<file path="config.mk">
export PLATFORM = sky130hd
export DESIGN_NAME = i2c_cmd_arbiter
export DESIGN_NICKNAME = d
export VERILOG_FILES = /design/src/rtl/i2c_cmd_arbiter.sv
export SDC_FILE = /design/constraint.sdc
export NUM_CORES = 1
export LEC_CHECK = 0
export CORE_UTILIZATION = 35
export CTS_BUF_LIST = sky130_fd_sc_hd__clkbuf_8
export DETAILED_ROUTE_END_ITERATION = 8
export GPL_ROUTABILITY_DRIVEN = 1
export GPL_TIMING_DRIVEN = 0
export PLACE_DENSITY = 0.67
export SETUP_SLACK_MARGIN = 0.3
export SLEW_MARGIN = 0
export SYNTH_ARGS = -nofsm -noshare
export SYNTH_HDL_FRONTEND = slang
export SYNTH_SLANG_ARGS = --single-unit
</file>
<file path="constraint.sdc">
create_clock -name i_clk -period 4 [get_ports i_clk]
set_input_delay 0.8 -clock i_clk [delete_from_list [all_inputs] [get_ports i_clk]]
set_output_delay 0.8 -clock i_clk [all_outputs]
set_load 0.05 [all_outputs]
</file>
<file path="src/rtl/i2c_cmd_arbiter.sv">
// i2c_cmd_arbiter: round-robin arbiter and sequencer in front of a single
// I2C write engine. The winning requester's 16-bit codec register word is
// prefixed with the device address byte and issued as one 24-bit write.
// NACKed writes are retried, a bus-free gap separates transfers, and
// completion or failure is pulsed back to the owning requester.
module i2c_cmd_arbiter #(
    parameter int          N_REQ     = 4,
    parameter logic [7:0]  DEV_ADDR  = 8'h34,
    parameter int          MAX_RETRY = 3,
    parameter int          GAP_CYC   = 4
) (
    input  logic                  i_clk,
    input  logic                  i_rst_n,
    input  logic [N_REQ-1:0]      i_req,
    input  logic [16*N_REQ-1:0]   i_req_data,
    output logic [N_REQ-1:0]      o_grant,
    output logic [N_REQ-1:0]      o_done,
    output logic [N_REQ-1:0]      o_err,
    output logic                  o_busy,
    output logic                  o_cmd_valid,
    output logic [23:0]           o_cmd_data,
    input  logic                  i_cmd_ready,
    input  logic                  i_cmd_done,
    input  logic                  i_cmd_ack_ok
);

    localparam int IDX_W = $clog2(N_REQ);
    localparam int RC_W  = (MAX_RETRY > 0) ? $clog2(MAX_RETRY + 1) : 1;
    localparam int GC_W  = $clog2(GAP_CYC + 1);

    typedef enum logic [1:0] {S_IDLE, S_ISSUE, S_WAIT, S_GAP} state_t;

    state_t             state, state_nxt;
    logic [IDX_W-1:0]   last_r, last_nxt;       // most recent winner; also the current owner
    logic [15:0]        word_r, word_nxt;
    logic [RC_W-1:0]    retry_cnt, retry_nxt;
    logic [GC_W-1:0]    gap_cnt, gap_nxt;
    logic               retry_pend, pend_nxt;
    logic [N_REQ-1:0]   grant_r, grant_nxt;
    logic [N_REQ-1:0]   done_r, done_nxt;
    logic [N_REQ-1:0]   err_r, err_nxt;

    // Round-robin search scratch
    logic               found;
    logic [IDX_W-1:0]   pick;
    logic [IDX_W:0]     cand;

    // Next-state, datapath and pulse decode for the sequencer
    always_comb begin
        // NOTE: every variable gets a default before any branch so no path
        // leaves it unassigned; that is what keeps this block latch-free.
        state_nxt = state;
        last_nxt  = last_r;
        word_nxt  = word_r;
        retry_nxt = retry_cnt;
        gap_nxt   = gap_cnt;
        pend_nxt  = retry_pend;
        grant_nxt = '0;
        done_nxt  = '0;
        err_nxt   = '0;
        found     = 1'b0;
        pick      = '0;
        cand      = '0;

        // Search upward from the slot after the last winner, wrapping once
        for (int i = 1; i <= N_REQ; i++) begin
            cand = {1'b0, last_r} + (IDX_W+1)'(i);
            if (cand >= (IDX_W+1)'(N_REQ))
                cand = cand - (IDX_W+1)'(N_REQ);
            if (!found && i_req[cand[IDX_W-1:0]]) begin
                found = 1'b1;
                pick  = cand[IDX_W-1:0];
            end
        end

        case (state)
            S_IDLE: begin
                if (found) begin
                    state_nxt       = S_ISSUE;
                    last_nxt        = pick;
                    word_nxt        = i_req_data[{pick, 4'b0000} +: 16];
                    retry_nxt       = '0;
                    pend_nxt        = 1'b0;
                    grant_nxt[pick] = 1'b1;
                end
            end
            S_ISSUE: begin
                if (i_cmd_ready)
                    state_nxt = S_WAIT;
            end
            S_WAIT: begin
                if (i_cmd_done) begin
                    state_nxt = S_GAP;
                    gap_nxt   = '0;
                    pend_nxt  = 1'b0;
                    if (i_cmd_ack_ok) begin
                        done_nxt[last_r] = 1'b1;
                    end else if (retry_cnt < RC_W'(MAX_RETRY)) begin
                        retry_nxt = retry_cnt + 1'b1;
                        pend_nxt  = 1'b1;
                    end else begin
                        err_nxt[last_r] = 1'b1;
                    end
                end
            end
            S_GAP: begin
                if (gap_cnt == GC_W'(GAP_CYC - 1))
                    state_nxt = retry_pend ? S_ISSUE : S_IDLE;
                else
                    gap_nxt = gap_cnt + 1'b1;
            end
            default: state_nxt = S_IDLE;
        endcase
    end

    // State and datapath registers; reset abandons any transfer in flight
    always_ff @(posedge i_clk or negedge i_rst_n) begin
        if (!i_rst_n) begin
            state      <= S_IDLE;
            last_r     <= IDX_W'(N_REQ - 1);
            word_r     <= '0;
            retry_cnt  <= '0;
            gap_cnt    <= '0;
            retry_pend <= 1'b0;
            grant_r    <= '0;
            done_r     <= '0;
            err_r      <= '0;
        end else begin
            // NOTE: non-blocking updates so every register samples the
            // pre-edge values, independent of statement order.
            state      <= state_nxt;
            last_r     <= last_nxt;
            word_r     <= word_nxt;
            retry_cnt  <= retry_nxt;
            gap_cnt    <= gap_nxt;
            retry_pend <= pend_nxt;
            grant_r    <= grant_nxt;
            done_r     <= done_nxt;
            err_r      <= err_nxt;
        end
    end

    assign o_grant     = grant_r;
    assign o_done      = done_r;
    assign o_err       = err_r;
    assign o_busy      = (state != S_IDLE);
    assign o_cmd_valid = (state == S_ISSUE);
    assign o_cmd_data  = o_cmd_valid ? {DEV_ADDR, word_r} : 24'h0;

endmodule

</file>
== After elaboration in Yosys (flattened, before gate mapping) ==
Cells that the tools add are included.

* Add/subtract/negate cells: 10
* Order comparisons: 13
* Equality and inequality tests: 11
* Shift operators: 1
* Mux-type cells: 53
* Reduce and logical (&&, ||, !) cells: 17

{| class="wikitable"
|+ Operators with widths
! cell !! number
|-
| 64-bit by 7-bit variable part select with 16-bit output || 1
|-
| 4-bit 2-to-1 mux || 9
|-
| 2-bit 2-to-1 mux || 16
|-
| 22-bit 2-to-1 mux || 1
|-
| 2-bit by 3-bit < comparator with 1-bit output (second input constant) || 6
|-
| 1-bit 2-to-1 mux || 15
|-
| 3-bit greater-or-equal comparator (second input constant) || 4
|-
| 2-bit inequality test (second input constant) || 6
|-
| 1-bit binary-select mux with 2-bit select || 4
|-
| 2-bit case mux with 4 select lines || 1
|-
| 2-bit by 1-bit subtractor with 2-bit output (second input constant) || 4
|-
| 2-bit by 2-bit adder with 3-bit output (second input constant) || 2
|-
| 3-bit 2-to-1 mux || 2
|-
| 3-bit case mux with 2 select lines || 1
|-
| 3-bit AND reduction || 2
|-
| 2-bit nonzero test || 3
|-
| 1-bit logical AND || 5
|-
| 5-bit AND reduction || 1
|-
| 1-bit demux with 2-bit select || 2
|-
| 2-bit == test (second input constant) || 2
|-
| 2-bit by 1-bit greater-or-equal comparator with 1-bit output (second input constant) || 2
|-
| 2-bit case mux with 2 select lines || 1
|-
| 4-bit AND reduction || 1
|-
| 2-bit by 1-bit adder with 3-bit output (second input constant) || 1
|-
| 11 further kinds || 13
|}

* Bits in registers: 38
* Input port bits: 73

== Depth between registers and ports, before layout ==
* Word-level depth: 21
* Mapped depth: 11
* Depth with buffers taken out: 8

== Worst setup path after synthesis ==
Ideal clock, no wire load.

* Kind: reg2reg
* Start point: register last_r[1]
* End point: register word_r[10]
* Library setup time: 0.138 ns
* Data arrival time: 2.640 ns
* Data required time: 3.862 ns
* Setup slack: 1.222 ns
* Stages on the path, launching flop included: 12
* Path buffers: 3
* Period minus slack after synthesis: 2.778 ns
* Cells stage by stage: dfstp_2 clkbuf_1 inv_1 ha_1 mux4_2 o21ba_2 o21ai_2 and2_4 buf_8 buf_12 mux2i_1 o211ai_1

* Cells in the longest elaborated chain, start to end: 16
* Elaborated cells between the ends (all ways): 40

{| class="wikitable"
|+ RTL lines
! element !! line !! text
|-
| from (decl) || 34 || <nowiki>logic [IDX_W-1:0] last_r, last_nxt;</nowiki>
|-
| from (signal assigned) || 120 || <nowiki>last_r <= IDX_W'(N_REQ - 1);</nowiki>
|-
| from (signal assigned) || 132 || <nowiki>last_r <= last_nxt;</nowiki>
|-
| 2-bit by 1-bit adder with 3-bit output || 67 || <nowiki>cand = {1'b0, last_r} + (IDX_W+1)'(i);</nowiki>
|-
| 3-bit greater-or-equal comparator / 2-bit by 1-bit subtractor with 2-bit output (equally long branches) || 68, 69 ||
|-
| 2-bit 2-to-1 mux || 68 || <nowiki>if (cand >= (IDX_W+1)'(N_REQ))</nowiki>
|-
| 1-bit binary-select mux with 2-bit select || 70 || <nowiki>if (!found && i_req[cand[IDX_W-1:0]]) begin</nowiki>
|-
| 1-bit 2-to-1 mux (implied by the code) || 70 ||
|-
| 1-bit 2-to-1 mux || 70 ||
|-
| 1-bit logical NOT || 70 ||
|-
| 1-bit logical AND || 70 ||
|-
| 1-bit 2-to-1 mux || 70 ||
|-
| 1-bit logical NOT || 70 ||
|-
| 1-bit logical AND || 70 ||
|-
| 1-bit 2-to-1 mux || 70 ||
|-
| 1-bit logical NOT || 70 ||
|-
| 1-bit logical AND || 70 ||
|-
| 2-bit 2-to-1 mux / 1-bit 2-to-1 mux (equally long branches) || 70 ||
|-
| 64-bit by 7-bit variable part select with 16-bit output / 2-bit AND reduction (equally long branches) || -- ||
|-
| to (signal assigned) || 133 || <nowiki>word_r <= word_nxt;</nowiki>
|-
| to (decl) || 35 || <nowiki>logic [15:0] word_r, word_nxt;</nowiki>
|}

Parallel ways exist; a longest one is shown, timed or not. The select of a mux whose other input is x is not followed.
A chain may end at the register's enable or synchronous reset.

== Worst setup path in the final report ==
* Start point: register last_r[1]
* End point: register word_r[9]

The elaborated chain is that of the path after synthesis.

==> summary by stage <==
Outcome
The flow ran to the end, and the final reports show no timing, DRC or antenna violations.

Power
Power spread over the standard cell area amounts to 783 nW/um^2. The worst vdd rail ir drop is 315 uV. The static power due to leakage is 0.00175 uW.

Cells and area
The most frequent standard cell in the layout excluding fill and tap cells is sky130_fd_sc_hd__clkdlybuf4s50_1. The library cells used most frequently in the layout, excluding fill and tap cells, are 102 x sky130_fd_sc_hd__clkdlybuf4s50_1, 36 x sky130_fd_sc_hd__dfrtp_1, 33 x sky130_fd_sc_hd__nand2_1. Relative to the synthesized area, the layout overhead comes to 45.7%. The multi-input combinational cells in the finished layout cover a total of 1580 sq um. The post-route netlist has 8.39% of its cells at a drive strength greater than 1.

The net count of the finished layout is 512. The count of antenna diodes in the layout is 0. The post-layout utilization of the core is around 54%. Across the whole layout, storage elements account for 953 sq um. The total of fill cells in the finished design is 720.

CTS
The number of clock sinks seen by CTS is 38. After clock tree synthesis, the flow added hold-fix buffers numbering 0. CTS built an H-tree with a depth of 2. The clock passes through at most 2 buffers. Once the clock tree was built, the setup fixing pass inserted 0 buffers. Clock-pin slew was measured on the worst setup and hold paths at around 0.080 ns. The number of cells upsized or downsized after cts is 0. The CTS tree is done. Counting the buffers created by CTS gives 5. The clock root buffer is sky130_fd_sc_hd__clkbuf_8. The clock latency on the worst-skew pair is 0.29 ns.

Logic synthesis
Synthesis instantiated 48 different standard cells from the library. Summed over its instances, the top area cell type makes up around a third of the synthesized netlist area. The sequential-to-total area share from yosys stat is approximately 35%. In this run, synthesis inferred 0 flip-flops with an integrated enable.

The dominant register cell in the synthesized netlist is sky130_fd_sc_hd__dfrtp_1. The count of synthesis-stage warnings from yosys is 0. The number of flip-flops and latches in the synthesized netlist is 38. Synthesis produced 314 cells.

The cell area after technology mapping is 2750 sq um. The synthesized area divided by synthesized cell count is 8.76 sq um. By area the synthesized netlist is led by sky130_fd_sc_hd__dfrtp_1 33%, sky130_fd_sc_hd__mux2i_1 8.0%, sky130_fd_sc_hd__ha_1 5.0%. The largest total area in the synthesized netlist belongs to sky130_fd_sc_hd__dfrtp_1. The proportion of register bits with asynchronous set or reset after synthesis is 100%.

Route
The number of vias after detailed routing is approximately 2,600. In the routed design, unresolved DRC markers number 0. The routed design has 7680 um of wire. The initial DRC count is 111. The ratio of routed vias to standard cells is roughly 5.

Once detail routing completed, the nets flagged for antenna violations numbered 0. Dividing the detail-routed wire length by the instance count gives around 15 um. The number of iterations in the first detailed-routing pass is 4.

Floorplanning
Pin placement for this block handled ~110 I/O pins. The floorplan die area is 8220 sq um. The area of the core is approximately 7400 sq um. The number of rows in the core area is 31. The die is 90.7 um tall.

The die is between 90 and 100 um wide. The initial utilization of the core area, before any placement, comes to 37.1%.

Place
The sum of net half-perimeters after detailed placement is about 6000 um. Port buffering added 103 buffers. The placer's final routability congestion estimate is 0.842.

Critical path
The arrival time reported for the critical path endpoint is 3.56 ns. Data on the critical path is required at its endpoint by 4.16 ns. The worst setup path is launched from a register.

The critical path in this run is classified as register to register. Along the worst path, the maximum fanout reaches 10. The type of destination of the critical path is a register. The register-to-register path setup slack is roughly 0.60 ns.

Run
Across the run, the number of max-cap violations was 0.

STA
The worst-case clock skew is 0.00615 ns. Based on the critical path, the design can be clocked at up to 294 MHz. In this run the tightest slew margin relative to its limit is 44.6%. Setup total negative slack on the finished layout was measured at 0 ns. The actual slew at the worst max-slew pin is 0.830 ns. The final number of hold-violating endpoints is 0. The clock period could shrink to between 3 and 4 ns.

Setup repair after global routing left no endpoint under its margin. The final cycle utilization of the critical path is 85.0%. The setup violation total in the final timing report is 0. The max-slew violation total from the final report is 0.

Min path
The class of the tightest hold or removal check is register to register.

Global routing
The maximum number of pins on one net before global-route repair is 39. The via count of the first global-routing pass is around 2,600. The first global-routing pass estimated around 13,000 um of wire. The number of antenna violations at the first check in global routing came to 0.

The global-route congestion overflow total is 0. The total global-route track usage is 19.6%.
worst paths after layout:
check                      cells past startpoint         end       from
max                                           11   word_r[9]  last_r[1]
min                                            2   word_r[5]  word_r[5]
max reg2reg                                   11   word_r[9]  last_r[1]
min reg2reg                                    2   word_r[5]  word_r[5]
max in group asynchronous                      1  o_grant[0]    i_rst_n
min in group asynchronous                      1    o_err[2]    i_rst_n
critical path: stages, from the launching register on:
cell,delay (ns)
sky130_fd_sc_hd__dfstp_2,0.55
sky130_fd_sc_hd__clkbuf_1,0.30
sky130_fd_sc_hd__inv_1,0.16
sky130_fd_sc_hd__ha_1,0.44
sky130_fd_sc_hd__mux4_2,0.38
sky130_fd_sc_hd__o21ba_2,0.26
sky130_fd_sc_hd__o21ai_2,0.15
sky130_fd_sc_hd__buf_2,0.20
sky130_fd_sc_hd__buf_2,0.22
sky130_fd_sc_hd__a21boi_0,0.11
sky130_fd_sc_hd__o21ai_0,0.34
sky130_fd_sc_hd__o211ai_1,0.15
final cells by class:
class                           instances  share of cell area (%)
Sequential cell                        38                    23.8
Timing Repair Buffer                  103                    25.6
Buffer                                 29                    4.53
Clock buffer                            6                    2.06
Clock inverter                          2                   0.219
Inverter                               15                    1.40
Multi-Input combinational cell        236                    39.3
Tap cell                               99                    3.09
cells in the mapped netlist, types with 2 or more instances:
cell type                  count
sky130_fd_sc_hd__dfrtp_1      36
sky130_fd_sc_hd__clkbuf_1     12
sky130_fd_sc_hd__a21oi_1       7
sky130_fd_sc_hd__nor2_1       18
sky130_fd_sc_hd__nor3b_1       5
sky130_fd_sc_hd__a21boi_0     15
sky130_fd_sc_hd__mux4_2        3
sky130_fd_sc_hd__o22ai_1       2
sky130_fd_sc_hd__nand2b_1      6
sky130_fd_sc_hd__and2_1       17
sky130_fd_sc_hd__a22o_1        3
sky130_fd_sc_hd__nand2_1      33
sky130_fd_sc_hd__o21ai_1      10
sky130_fd_sc_hd__mux2i_1      22
sky130_fd_sc_hd__o211ai_1     16
sky130_fd_sc_hd__a221oi_1      2
sky130_fd_sc_hd__nand3_1       5
sky130_fd_sc_hd__dfstp_2       2
sky130_fd_sc_hd__and3_1       15
sky130_fd_sc_hd__nor3_1        4
sky130_fd_sc_hd__buf_4         8
sky130_fd_sc_hd__ha_1         11
sky130_fd_sc_hd__inv_1        15
sky130_fd_sc_hd__buf_2         6
sky130_fd_sc_hd__o21ai_0      18
report_power, final:
part | leakage, uW | switching [uW] | internal (uW)
combinational | 0.00121 | 1330 | 913
sequential | 0.000486 | 81.6 | 537
clock | 0.0000524 | 135 | 137
state kept, by name (all words and copies together), names as in the netlist, 2 cells and up:
name	flops
o_done	4
retry_cnt	2
o_grant	4
o_err	4
gap_cnt	3
state	2
last_r	2
word_r	16
metal layers:
layer | global-route usage, % | vias up | part of all wire, %
met5 | 0 | - | 0
met4 | 4.44 | 0 | 0.74
met3 | 3.28 | 5 | 4.6
met2 | 30.2 | 66 | 46
met1 | 28.5 | 1246 | 49
li1 | - | 1325 | -
metrics by stage:
step | area (sq um) | std cells | total power, uW | hold WS (ns) | setup WS (ns)
after global routing | 4010 | 528 | 3400 | 0.521 | 0.359
after CTS | 4010 | 528 | 3150 | 0.496 | 0.619
after global placement | 3920 | 520 | 2830 | 0.472 | 0.526
after detailed placement | 3920 | 520 | 2880 | 0.479 | 0.455
final | 4010 | 528 | 3140 | 0.490 | 0.600
after floorplan | 2770 | 318 | 2270 | 0.450 | 1.22
kinds of logic (layout without fill, tap and decap cells):
logic type / Yosys count / in the layout / share of synthesized area [%]
simple gates: 109 / 109 / 20.1
compound gates: 86 / 86 / 21.0
buf+inv: 44 / 155 / 8.64
flops: 38 / 38 / 34.7
mux: 25 / 25 / 10.5
fa+ha+maj: 11 / 11 / 5.00
other cells: 1 / 5 / 0.136
Power figures use the tool's default switching activity.
